--- config.mk ---
export PLATFORM = sky130hd
export DESIGN_NAME = pwm_multi
export DESIGN_NICKNAME = d
export VERILOG_FILES = /design/src/rtl/pwm_pkg.sv /design/src/rtl/pwm_timebase.sv /design/src/rtl/pwm_multi.sv
export SDC_FILE = /design/constraint.sdc
export NUM_CORES = 1
export LEC_CHECK = 0
export CORE_MARGIN = 4
export CORE_UTILIZATION = 52
export CTS_CLUSTER_DIAMETER = 30
export DETAILED_ROUTE_END_ITERATION = 8
export PLACE_DENSITY = 0.84
export SLEW_MARGIN = 20
export SYNTH_ARGS = -nofsm -noshare
export SYNTH_HDL_FRONTEND = slang
export SYNTH_SLANG_ARGS = --single-unit
--- constraint.sdc ---
create_clock -name clk -period 3.1 [get_ports clk]
set_clock_uncertainty 0.15 [all_clocks]
set_input_delay 0.62 -clock clk [delete_from_list [all_inputs] [get_ports clk]]
set_output_delay 0.62 -clock clk [all_outputs]
set_load 0.05 [all_outputs]
--- src/rtl/pwm_pkg.sv ---
// Shared types and constants for the multi-channel PWM generator.
package pwm_pkg;

    typedef enum logic {
        UP   = 1'b0,
        DOWN = 1'b1
    } dir_e;

    localparam logic MODE_EDGE   = 1'b0;
    localparam logic MODE_CENTER = 1'b1;

    function automatic int sel_width(input int n);
        return (n > 1) ? $clog2(n) : 1;
    endfunction

endpackage

--- src/rtl/pwm_timebase.sv ---
// Shared period counter: edge/center counting, terminal detect and the
// registered period_end pulse.
module pwm_timebase
    import pwm_pkg::*;
#(
    parameter int RESOLUTION = 10
) (
    input  logic                  clk,
    input  logic                  rst,
    input  logic                  enable,
    input  logic [RESOLUTION-1:0] period_i,
    input  logic                  mode_i,
    output logic                  terminal_o,
    output logic                  period_end_o,
    output logic [RESOLUTION-1:0] counter_o,
    output dir_e                  dir_o
);

    localparam logic [RESOLUTION-1:0] ONE = RESOLUTION'(1);

    logic [RESOLUTION-1:0] cnt_q, cnt_d;
    dir_e                  dir_q, dir_d;
    logic                  period_end_q, period_end_d;
    logic                  terminal;

    // Center mode with P<=1 never enters DOWN, so it terminates at cnt==P.
    always_comb begin
        terminal = 1'b0;
        if (mode_i == MODE_EDGE) begin
            terminal = (cnt_q == period_i);
        end else begin
            terminal = ((dir_q == DOWN) && (cnt_q == ONE)) ||
                       ((period_i <= ONE) && (cnt_q == period_i));
        end
    end

    always_comb begin
        cnt_d        = cnt_q;
        dir_d        = dir_q;
        period_end_d = enable && terminal;
        if (!enable || terminal) begin
            cnt_d = '0;
            dir_d = UP;
        end else if (mode_i == MODE_EDGE) begin
            cnt_d = cnt_q + ONE;
        end else if (dir_q == UP) begin
            if (cnt_q == period_i) begin
                cnt_d = cnt_q - ONE;
                dir_d = DOWN;
            end else begin
                cnt_d = cnt_q + ONE;
            end
        end else begin
            cnt_d = cnt_q - ONE;
        end
    end

    always_ff @(posedge clk) begin
        if (rst) begin
            cnt_q        <= '0;
            dir_q        <= UP;
            period_end_q <= 1'b0;
        end else begin
            cnt_q        <= cnt_d;
            dir_q        <= dir_d;
            period_end_q <= period_end_d;
        end
    end

    assign terminal_o   = terminal;
    assign period_end_o = period_end_q;
    assign counter_o    = cnt_q;
    assign dir_o        = dir_q;

endmodule

--- src/rtl/pwm_multi.sv ---
// Multi-channel PWM: double-buffered period/duty/mode registers feeding a
// shared timebase and one registered comparator per channel.
module pwm_multi
    import pwm_pkg::*;
#(
    parameter int RESOLUTION = 10,
    parameter int CHANNELS   = 4
) (
    input  logic                            clk,
    input  logic                            rst,
    input  logic                            enable,
    input  logic [RESOLUTION-1:0]           period_in,
    input  logic                            period_we,
    input  logic [RESOLUTION-1:0]           duty_in,
    input  logic [sel_width(CHANNELS)-1:0]  duty_sel,
    input  logic                            duty_we,
    input  logic                            mode_center,
    output logic [CHANNELS-1:0]             PWM_out,
    output logic                            period_end,
    output logic [RESOLUTION-1:0]           counter
);

    localparam int SEL_W = sel_width(CHANNELS);

    logic [RESOLUTION-1:0] period_sh_q, period_sh_d;
    logic [RESOLUTION-1:0] period_act_q, period_act_d;
    logic                  mode_sh_q, mode_sh_d;
    logic                  mode_act_q, mode_act_d;
    logic [CHANNELS-1:0]   pwm_q, pwm_d;
    logic                  terminal;
    logic                  load_act;
    logic [RESOLUTION-1:0] cnt;
    dir_e                  dir;

    pwm_timebase #(
        .RESOLUTION (RESOLUTION)
    ) u_timebase (
        .clk          (clk),
        .rst          (rst),
        .enable       (enable),
        .period_i     (period_act_q),
        .mode_i       (mode_act_q),
        .terminal_o   (terminal),
        .period_end_o (period_end),
        .counter_o    (cnt),
        .dir_o        (dir)
    );

    // Actives follow shadows at a boundary or continuously while disabled;
    // a write landing on the terminal cycle is picked up one period later.
    assign load_act = !enable || terminal;

    always_comb begin
        period_sh_d  = period_we ? period_in : period_sh_q;
        mode_sh_d    = mode_center;
        period_act_d = load_act ? period_sh_q : period_act_q;
        mode_act_d   = load_act ? mode_sh_q : mode_act_q;
    end

    always_ff @(posedge clk) begin
        if (rst) begin
            period_sh_q  <= '1;
            period_act_q <= '1;
            mode_sh_q    <= MODE_EDGE;
            mode_act_q   <= MODE_EDGE;
            pwm_q        <= '0;
        end else begin
            period_sh_q  <= period_sh_d;
            period_act_q <= period_act_d;
            mode_sh_q    <= mode_sh_d;
            mode_act_q   <= mode_act_d;
            pwm_q        <= pwm_d;
        end
    end

    for (genvar gi = 0; gi < CHANNELS; gi++) begin : ch_g
        logic [RESOLUTION-1:0] duty_sh_q, duty_sh_d;
        logic [RESOLUTION-1:0] duty_act_q, duty_act_d;
        logic                  hit;
        logic                  high;

        // Out-of-range selects match no channel and are dropped.
        assign hit = duty_we && (duty_sel == SEL_W'(gi));

        always_comb begin
            duty_sh_d  = hit ? duty_in : duty_sh_q;
            duty_act_d = load_act ? duty_sh_q : duty_act_q;
        end

        // On the way down the compare includes cnt==duty so the pulse is
        // 2*duty wide and symmetric about cnt=0; duty>=P saturates to 100%.
        always_comb begin
            high = 1'b0;
            if (mode_act_q == MODE_EDGE) begin
                high = (cnt < duty_act_q);
            end else begin
                high = (duty_act_q != '0) &&
                       ((duty_act_q >= period_act_q) ||
                        ((dir == DOWN) ? (cnt <= duty_act_q) : (cnt < duty_act_q)));
            end
        end

        assign pwm_d[gi] = enable && high;

        always_ff @(posedge clk) begin
            if (rst) begin
                duty_sh_q  <= '0;
                duty_act_q <= '0;
            end else begin
                duty_sh_q  <= duty_sh_d;
                duty_act_q <= duty_act_d;
            end
        end
    end

    assign PWM_out = pwm_q;
    assign counter = cnt;

endmodule

==> out/qor.yml, run 1 <==
status: "finished clean"
cp-end-kind: "primary output"
vias_per_cell: 5.749
hold_viol_final: 0
antenna_left: 0
crit_required_ns: 2.33
p_leak_nw: 3.284
fmax_ghz: 0.3595
drt-total-wl_um: 16990
insertedDiodeCount: 0
setup_violations: 0
cts_max_level: 4
grt_pass1_wl_um: 28190
whs_ns: 0.3056
post-route-period-util: 0.8974
synthTopCellsByArea: "dfxtp_1 36%, ha_1 16%, nand2_1 7.8%, a21oi_1 6.5%, inv_1 3.5%"
numCtsBuffers: 17
start_util: 0.5389
drt-initial-drc-count: 451
synth_top_area_share: 0.3589
drc_errors: 0
grt_max_degree: 84
finalInstanceArea_um2: 7821
cts_tree: "yes"
clkLatencyLatePin_ns: 0.41
synth.net_count: 907
hold_path.class: "flip-flop to flip-flop"
grt_pass1_vias: 5576
vias: 5841
crit_path_end: "counter[2]"
cts_resized: 0
antenna_found_initial: 0
synth_cell_type_count: 49
area_delta_synth_final_pct: 18.84
ys_seq_area_frac: 0.3589
gr-total-overflow: 0
clock_sinks: 118
crit_type: "flip-flop to primary output"
reg2reg_depth: 7
slew_violations: 0
critPathLaunch: "u_timebase.counter_o[2]"
p_per_area_nw_per_um2: 518.2
grtUsageTotal: 0.2433
fp.dieW_um: 120.5
critical-path-slowest-cell: "clkdlybuf4s50_1"
drive_gt1_frac: 0.08019
yosys_warnings: 0
r2r_slack_ns: 0.54
ctsHoldBuffers: 0
final.min_clock_period_ns: 2.782
cap_violations: 0
nNetsFinal: 946
reg2reg_from: "u_timebase.counter_o[7]"
clkTransAtPathRegs_ns: 0.05
fillers: 1008
cp-start-kind: "flip-flop"
worstPathArrival_ns: 2.01
setup-tns-final_ns: 0
clk_path_buf_depth: 2
path_cells: "buf_4 > clkdlybuf4s50_1"
worstMarginPinSlew_ns: 0.8167
placed_cell_area_um2: 7177
drt-pass1-iter-count: 5
post_cts_buffers: 0
irDropWorstVdd_mv: 0.3618
yosys_register_bits: 118
core_um2: 12210
num_rows: 40
cpPeakStageDelay_ns: 0.80
slew-limit-headroom: 0.4555
place_congestion: 0.9483
syn_area_um2: 6581
place_hpwl_um: 11810
crit_path_max_fanout: 8
fin_total_pwr_mw: 4.053
r2r-end: "ch_g[0].duty_act_q[3]"
numPortBuffers: 42
die_area_um2: 14520
wl_per_cell_um: 16.72
io_pins: 43
clk_root_buffer_cell: "clkbuf_16"
synth_top_area_cell: "dfxtp_1"
die_h_um: 120.5
avgSynthCellArea_um2: 8.268
rsz0062_at_grt: "false"
synth_cells: 796
[critical path, delay by kind of cell, from the launching register on]
family	cells	cell delay, ns
buffers and inverters	2	1.03
DFF	1	0.56
[cells by family (layout without fill, tap and decap cells)]
group	after synthesis	count (layout)	share of synthesized area
AO/OA/AOI/OAI	162	162	0.1530
XOR/XNOR	12	12	0.01711
adder cells (fa/ha/maj)	83	83	0.1578
buffers and inverters	98	150	0.06160
flip-flops	118	118	0.3589
multiplexers	20	20	0.03042
AND/OR/NAND/NOR	303	303	0.2211
[where the power goes]
part           switching (mW)  internal [mW]
combinational           0.191          0.133
sequential             0.0396           1.56
clock                   0.678           1.45
total                   0.908           3.14
[cell type report]
cell class / instances / area [um^2] / area share
clock buffer: 24 / 501.7 / 0.06415
clock inverter: 8 / 142.6 / 0.01824
inverter: 61 / 229.0 / 0.02928
multi-input combinational: 580 / 3820 / 0.4884
sequential: 118 / 2362 / 0.3020
tap: 168 / 210.2 / 0.02688
timing repair buffer: 57 / 555.5 / 0.07103
[metrics by stage]
stage | setup WS [ns] | utilization | cells
after global placement | 0.6889 | 0.5877 | 984
final | 0.3181 | 0.6405 | 1016
after detailed placement | 0.6182 | 0.5877 | 984
after CTS | 0.3191 | 0.6405 | 1016
after floorplan | 0.5247 | - | 796
after global routing | 0.2758 | 0.6405 | 1016
[cell usage after synthesis, drive strengths merged]
master,number
a21o,17
a31o,1
o41ai,5
o22ai,1
o21ai,14
dfxtp,118
nor3,31
nand3,9
a41oi,5
nor2b,16
xnor2,11
and4,1
o41a,1
nand3b,2
a211oi,9
or3,9
nand2b,6
a31oi,3
clkbuf,20
nand4,18
nor3b,7
o31ai,4
o21a,1
o2111ai,3
nand2,138
and3,4
or4,1
o31a,1
mux2i,20
and2,2
a21oi,86
inv,61
ha,83
nor4,6
a21boi,1
nor2,52
or2,1
xor2,1
a211o,10
buf,17
[routing by layer]
metal | track usage | vias up | wire length, um
li1 | - | 2854 | -
met1 | 0.3173 | 2707 | 7558
met2 | 0.3902 | 231 | 7885
met3 | 0.06034 | 49 | 1092
met4 | 0.09065 | 0 | 454
met5 | 0 | - | 0
[how the worst min path moves through the flow]
stage                          from                     to  slack, ns  cells after the start
2_1_floorplan             mode_sh_q             mode_act_q       0.27                      2
3_3_place_gp   ch_g[3].duty_sh_q[3]   ch_g[3].duty_sh_q[3]       0.29                      2
3_5_place_dp   ch_g[0].duty_sh_q[9]  ch_g[0].duty_act_q[9]       0.29                      2
4_1_cts        ch_g[3].duty_sh_q[0]   ch_g[3].duty_sh_q[0]       0.30                      2
5_1_grt        ch_g[3].duty_sh_q[5]  ch_g[3].duty_act_q[5]       0.33                      2
6_report       ch_g[3].duty_sh_q[0]   ch_g[3].duty_sh_q[0]       0.31                      2
[state kept, by name (all words and copies together) (netlist names), 4 cells and up]
name / count
ch_g.duty_act_q: 40
period_sh_q: 10
ch_g.duty_sh_q: 40
period_act_q: 10
PWM_out: 4
u_timebase.counter_o: 10
[layout by cell type, fill, tap and decap left out, types with 14 or more instances in the layout]
cell type	count
mux2i_1	20
a21o_1	17
buf_4	14
inv_1	61
o21ai_0	14
nand2_1	137
clkdlybuf4s50_1	41
nor2b_1	16
nor3_1	22
nand4_1	17
nor2_1	51
clkbuf_16	17
ha_1	83
a21oi_1	86
dfxtp_1	118
Note: power is estimated with default switching activity, not from simulation.
==> run 2: changes to the inputs <==
Settings changed: REMOVE_ABC_BUFFERS set to 1, SETUP_SLACK_MARGIN set to 0.5.
==> out/qor.yml, run 2 (synthesized netlist as in run 1, its figures left out) <==
num_rows: 40
fp.dieW_um: 120.5
antenna_found_initial: 0
hp-start: "mode_sh_q"
clkTransAtPathRegs_ns: 0.06
clkLatencyLatePin_ns: 0.43
drt-initial-drc-count: 493
gr-total-overflow: 0
die_h_um: 120.5
setup_violations: 0
insertedDiodeCount: 0
drive_gt1_frac: 0.08578
reg2reg_depth: 6
numCtsBuffers: 17
antenna_left: 0
critical-path-slowest-cell: "clkdlybuf4s50_1"
cap_violations: 0
place_ws_ns: 0.3686
vias: 5869
place_hpwl_um: 11850
hold_path.class: "flip-flop to flip-flop"
cts_max_level: 4
cp-start-kind: "flip-flop"
post-place-cells: 987
area_delta_synth_final_pct: 18.92
r2r_slack_ns: 0.65
p_leak_nw: 3.341
clock_sinks: 118
p_comb_frac: 0.078
start_util: 0.5389
worstPathArrival_ns: 1.79
setup-tns-final_ns: 0
rsz0062_at_grt: "false"
cp-end-kind: "primary output"
numPortBuffers: 42
crit_type: "flip-flop to primary output"
post_cts_buffers: 0
share_seq_of_total_power: 0.394
path_cells: "buf_4 > clkdlybuf4s50_1"
setup_ws_ns: 0.5375
status: "finished clean"
reg2reg_from: "period_act_q[0]"
p_per_area_nw_per_um2: 519.5
fmax_ghz: 0.3903
worstMarginPinSlew_ns: 0.6562
post-route-period-util: 0.8266
drt-pass1-iter-count: 5
vias_per_cell: 5.760
cts_tree: "yes"
crit_required_ns: 2.33
io_pins: 43
core_um2: 12210
place_congestion: 0.8886
largestRegisters: "ch_g.duty_act_q x40, ch_g.duty_sh_q x40"
r2r-end: "u_timebase.counter_o[2]"
grt_pass1_wl_um: 27890
p_sw_mw: 1.008
drc_errors: 0
grt_pass1_vias: 5447
worst_hold_path.endpoint: "mode_act_q"
irDropWorstVdd_mv: 0.5077
swShare: 0.2479
clk_root_buffer_cell: "clkbuf_16"
grtUsageTotal: 0.2432
slew_violations: 0
final_common_cell: "nand2_1"
cpPeakStageDelay_ns: 0.80
whs_path_depth: 2
wl_per_cell_um: 16.56
clkPwrFrac: 0.527
die_area_um2: 14520
drt-total-wl_um: 16870
nNetsFinal: 949
final_cell_mix: "137 x nand2_1, 118 x dfxtp_1, 86 x a21oi_1, 83 x ha_1, 61 x inv_1"
p_int_mw: 3.058
ctsHoldBuffers: 0
crit_path_max_fanout: 4
final_cells: 1019
clk_path_buf_depth: 2
hold_viol_final: 0
grt_max_degree: 64
final.min_clock_period_ns: 2.562
slew-limit-headroom: 0.5612
[run 2: timing repair]
| item | CTS | global route |
|---|---|---|
| gates resized for setup | 8 | 1 |
| setup endpoints to repair | 12 | 1 |
| gates cloned | 0 | 0 |
[run 2: how the worst max path moves through the flow]
stage,from,depth (start not counted),slack (ns),to
6_report,u_timebase.counter_o[3],2,0.54,counter[3]
5_1_grt,u_timebase.counter_o[3],2,0.52,counter[3]
4_1_cts,u_timebase.counter_o[9],2,0.51,counter[9]
3_5_place_dp,enable,5,0.37,ch_g[3].duty_act_q[2]
3_3_place_gp,enable,5,0.45,mode_act_q
2_1_floorplan,u_timebase.counter_o[2],6,0.17,period_act_q[0]
[run 2: per-layer routing]
| metal | up-vias | share of wire | global-route usage |
|---|---|---|---|
| li1 | 2862 | - | - |
| met1 | 2747 | 0.44 | 0.3253 |
| met2 | 215 | 0.46 | 0.3811 |
| met3 | 45 | 0.075 | 0.05379 |
| met4 | 0 | 0.025 | 0.09844 |
| met5 | - | 0 | 0 |
[run 2: final cells by class]
cell class                      count  area (um^2)
Clock buffer                       17        425.4
Clock inverter                     15        219.0
Fill cell                        1017         4385
Inverter                           61        229.0
Multi-Input combinational cell    580         3821
Sequential cell                   118         2362
Tap cell                          168        210.2
Timing Repair Buffer               60        559.3
[run 2: stage by stage]
stage	utilization	area (um^2)	total power, mW	hold slack (ns)
2_1_floorplan	-	6405	1.801	0.2658
3_3_place_gp	0.5885	7187	1.940	0.2895
3_5_place_dp	0.5885	7187	1.949	0.2943
4_1_cts	0.6407	7824	4.084	0.3061
5_1_grt	0.6409	7826	4.202	0.3346
6_report	0.6409	7826	4.066	0.3013
[run 2: worst max-delay path: cells and delay by family, from the launching register on]
family | cells | cell delay (ns)
buffers and inverters | 2 | 0.97
flip-flops | 1 | 0.39
[run 2: power by group through the flow]
| stage | combinational [mW] | sequential [mW] | clock, mW |
|---|---|---|---|
| 2_1_floorplan | 0.164 | 1.64 | 0 |
| 3_3_place_gp | 0.307 | 1.63 | 0 |
| 3_5_place_dp | 0.315 | 1.63 | 0 |
| 4_1_cts | 0.318 | 1.60 | 2.16 |
| 5_1_grt | 0.353 | 1.61 | 2.24 |
| 6_report | 0.318 | 1.60 | 2.14 |
==> run 3: changes to the inputs <==
Settings changed: PLACE_DENSITY 0.84 to 0.86.
Clock period 3.1 ns to 2.1 ns, I/O delays scaled along.
==> out/qor.yml, run 3 (synthesized netlist as in run 1, its figures left out) <==
final_cell_mix: "122 x nand2_1, 97 x dfxtp_1, 79 x a21oi_1, 74 x ha_1, 57 x inv_1"
r2r_slack_ns: -0.20
setup_ws_ns: -0.1988
clkPwrFrac: 0.534
clkLatencyLatePin_ns: 0.43
place_ws_ns: -0.05412
num_rows: 40
cp-end-kind: "flip-flop"
swShare: 0.2377
area_delta_synth_final_pct: 38.71
setup_violations: 65
crit_path_max_fanout: 8
violations: "setup timing"
clk_path_buf_depth: 2
hold_path.class: "primary input to flip-flop"
reg2reg_depth: 7
drt-pass1-iter-count: 6
status: "finished, violations left"
drt-total-wl_um: 24940
r2r-end: "u_timebase.counter_o[8]"
insertedDiodeCount: 0
rsz0062_at_grt: "true"
die_h_um: 120.5
irDropWorstVdd_mv: 0.8454
p_per_area_nw_per_um2: 718.8
clock_sinks: 118
worstMarginPinSlew_ns: 0.5787
clkTransAtPathRegs_ns: 0.06
core_um2: 12210
numPortBuffers: 42
final_common_cell: "nand2_1"
final.min_clock_period_ns: 2.299
grt_pass1_wl_um: 34580
worstPathArrival_ns: 2.46
vias_per_cell: 6.447
drt-initial-drc-count: 918
drc_errors: 0
p_comb_frac: 0.106
cap_violations: 0
fp.dieW_um: 120.5
share_seq_of_total_power: 0.361
numCtsBuffers: 17
io_pins: 43
crit_type: "flip-flop to flip-flop"
ctsHoldBuffers: 0
cts_max_level: 4
start_util: 0.5389
p_sw_mw: 1.560
worst_hold_path.endpoint: "ch_g[1].duty_act_q[5]"
grtUsageTotal: 0.3075
gr-total-overflow: 0
hold_viol_final: 0
cts_tree: "yes"
whs_path_depth: 2
nNetsFinal: 1009
place_congestion: 0.9339
reg2reg_from: "period_act_q[7]"
fmax_ghz: 0.4350
hp-start: "rst"
die_area_um2: 14520
antenna_left: 0
grt_max_degree: 55
largestRegisters: "ch_g.duty_act_q x40, ch_g.duty_sh_q x40"
grt_pass1_vias: 6560
post-route-period-util: 1.095
slew-limit-headroom: 0.6142
p_int_mw: 5.003
place_hpwl_um: 13210
p_leak_nw: 3.854
vias: 6956
slew_violations: 0
antenna_found_initial: 0
wl_per_cell_um: 23.12
clk_root_buffer_cell: "clkbuf_16"
crit_required_ns: 2.26
setup-tns-final_ns: -7.457
cp-start-kind: "flip-flop"
drive_gt1_frac: 0.2547
fillers: 735
[run 3: layout make-up]
cell class	instances	area, um^2	share of cell area
well taps	168	210.2	0.02303
clock buffers	20	456.7	0.05003
flip-flops and latches	118	2426	0.2658
multi-input cells	580	4238	0.4642
repair buffers	120	1313	0.1438
clock inverters	12	247.7	0.02714
inverters	61	237.7	0.02604
[run 3: worst max-delay path by stage]
stage,startpoint,to,slack [ns]
final,period_act_q[7],u_timebase.counter_o[8],-0.20
after global routing,period_act_q[7],u_timebase.counter_o[5],-0.25
after global placement,u_timebase.counter_o[3],u_timebase.counter_o[6],-0.04
after floorplan,u_timebase.counter_o[2],period_act_q[0],-0.83
after detailed placement,u_timebase.counter_o[3],ch_g[0].duty_act_q[8],-0.05
after CTS,u_timebase.counter_o[4],ch_g[0].duty_act_q[8],-0.01
[run 3: critical path, stage by stage, from the launching register on]
cell and delay [ns]:
dfxtp_2 0.37, xnor2_1 0.24, nand4_1 0.20, buf_4 0.21, o31a_1 0.36, nor3_1 0.30, o21ai_0 0.18, nor3b_1 0.17
[run 3: routing by layer]
layer,track usage,up-vias,part of all wire
li1,-,2975,-
met1,0.3537,3221,0.35
met2,0.5096,561,0.45
met3,0.07343,199,0.11
met4,0.1997,0,0.086
met5,0,-,0
[run 3: through the flow]
step           area, um^2    util  hold slack (ns)  instances  power, mW
2_1_floorplan        6405       -           0.2658        759      2.659
3_3_place_gp         7662  0.6275           0.2849       1032      2.931
3_5_place_dp         7662  0.6275           0.2863       1032      2.945
4_1_cts              8737  0.7155           0.1455       1072      6.437
5_1_grt              9129  0.7475           0.1665       1079      6.708
6_report             9129  0.7475           0.1808       1079      6.562
[run 3: power by group through the flow]
| stage | Sequential (mW) | Combinational, mW | Clock (mW) |
|---|---|---|---|
| final | 2.37 | 0.693 | 3.50 |
| after global routing | 2.37 | 0.728 | 3.61 |
| after CTS | 2.35 | 0.591 | 3.49 |
| after detailed placement | 2.41 | 0.537 | 0 |
| after global placement | 2.40 | 0.526 | 0 |
| after floorplan | 2.42 | 0.242 | 0 |
[run 3: repair_timing]
action	4_1_cts	5_1_grt
pin swaps	10	17
endpoints found under the setup margin	82	77
gates resized for setup	109	74
setup buffers	6	6
cloned	2	1
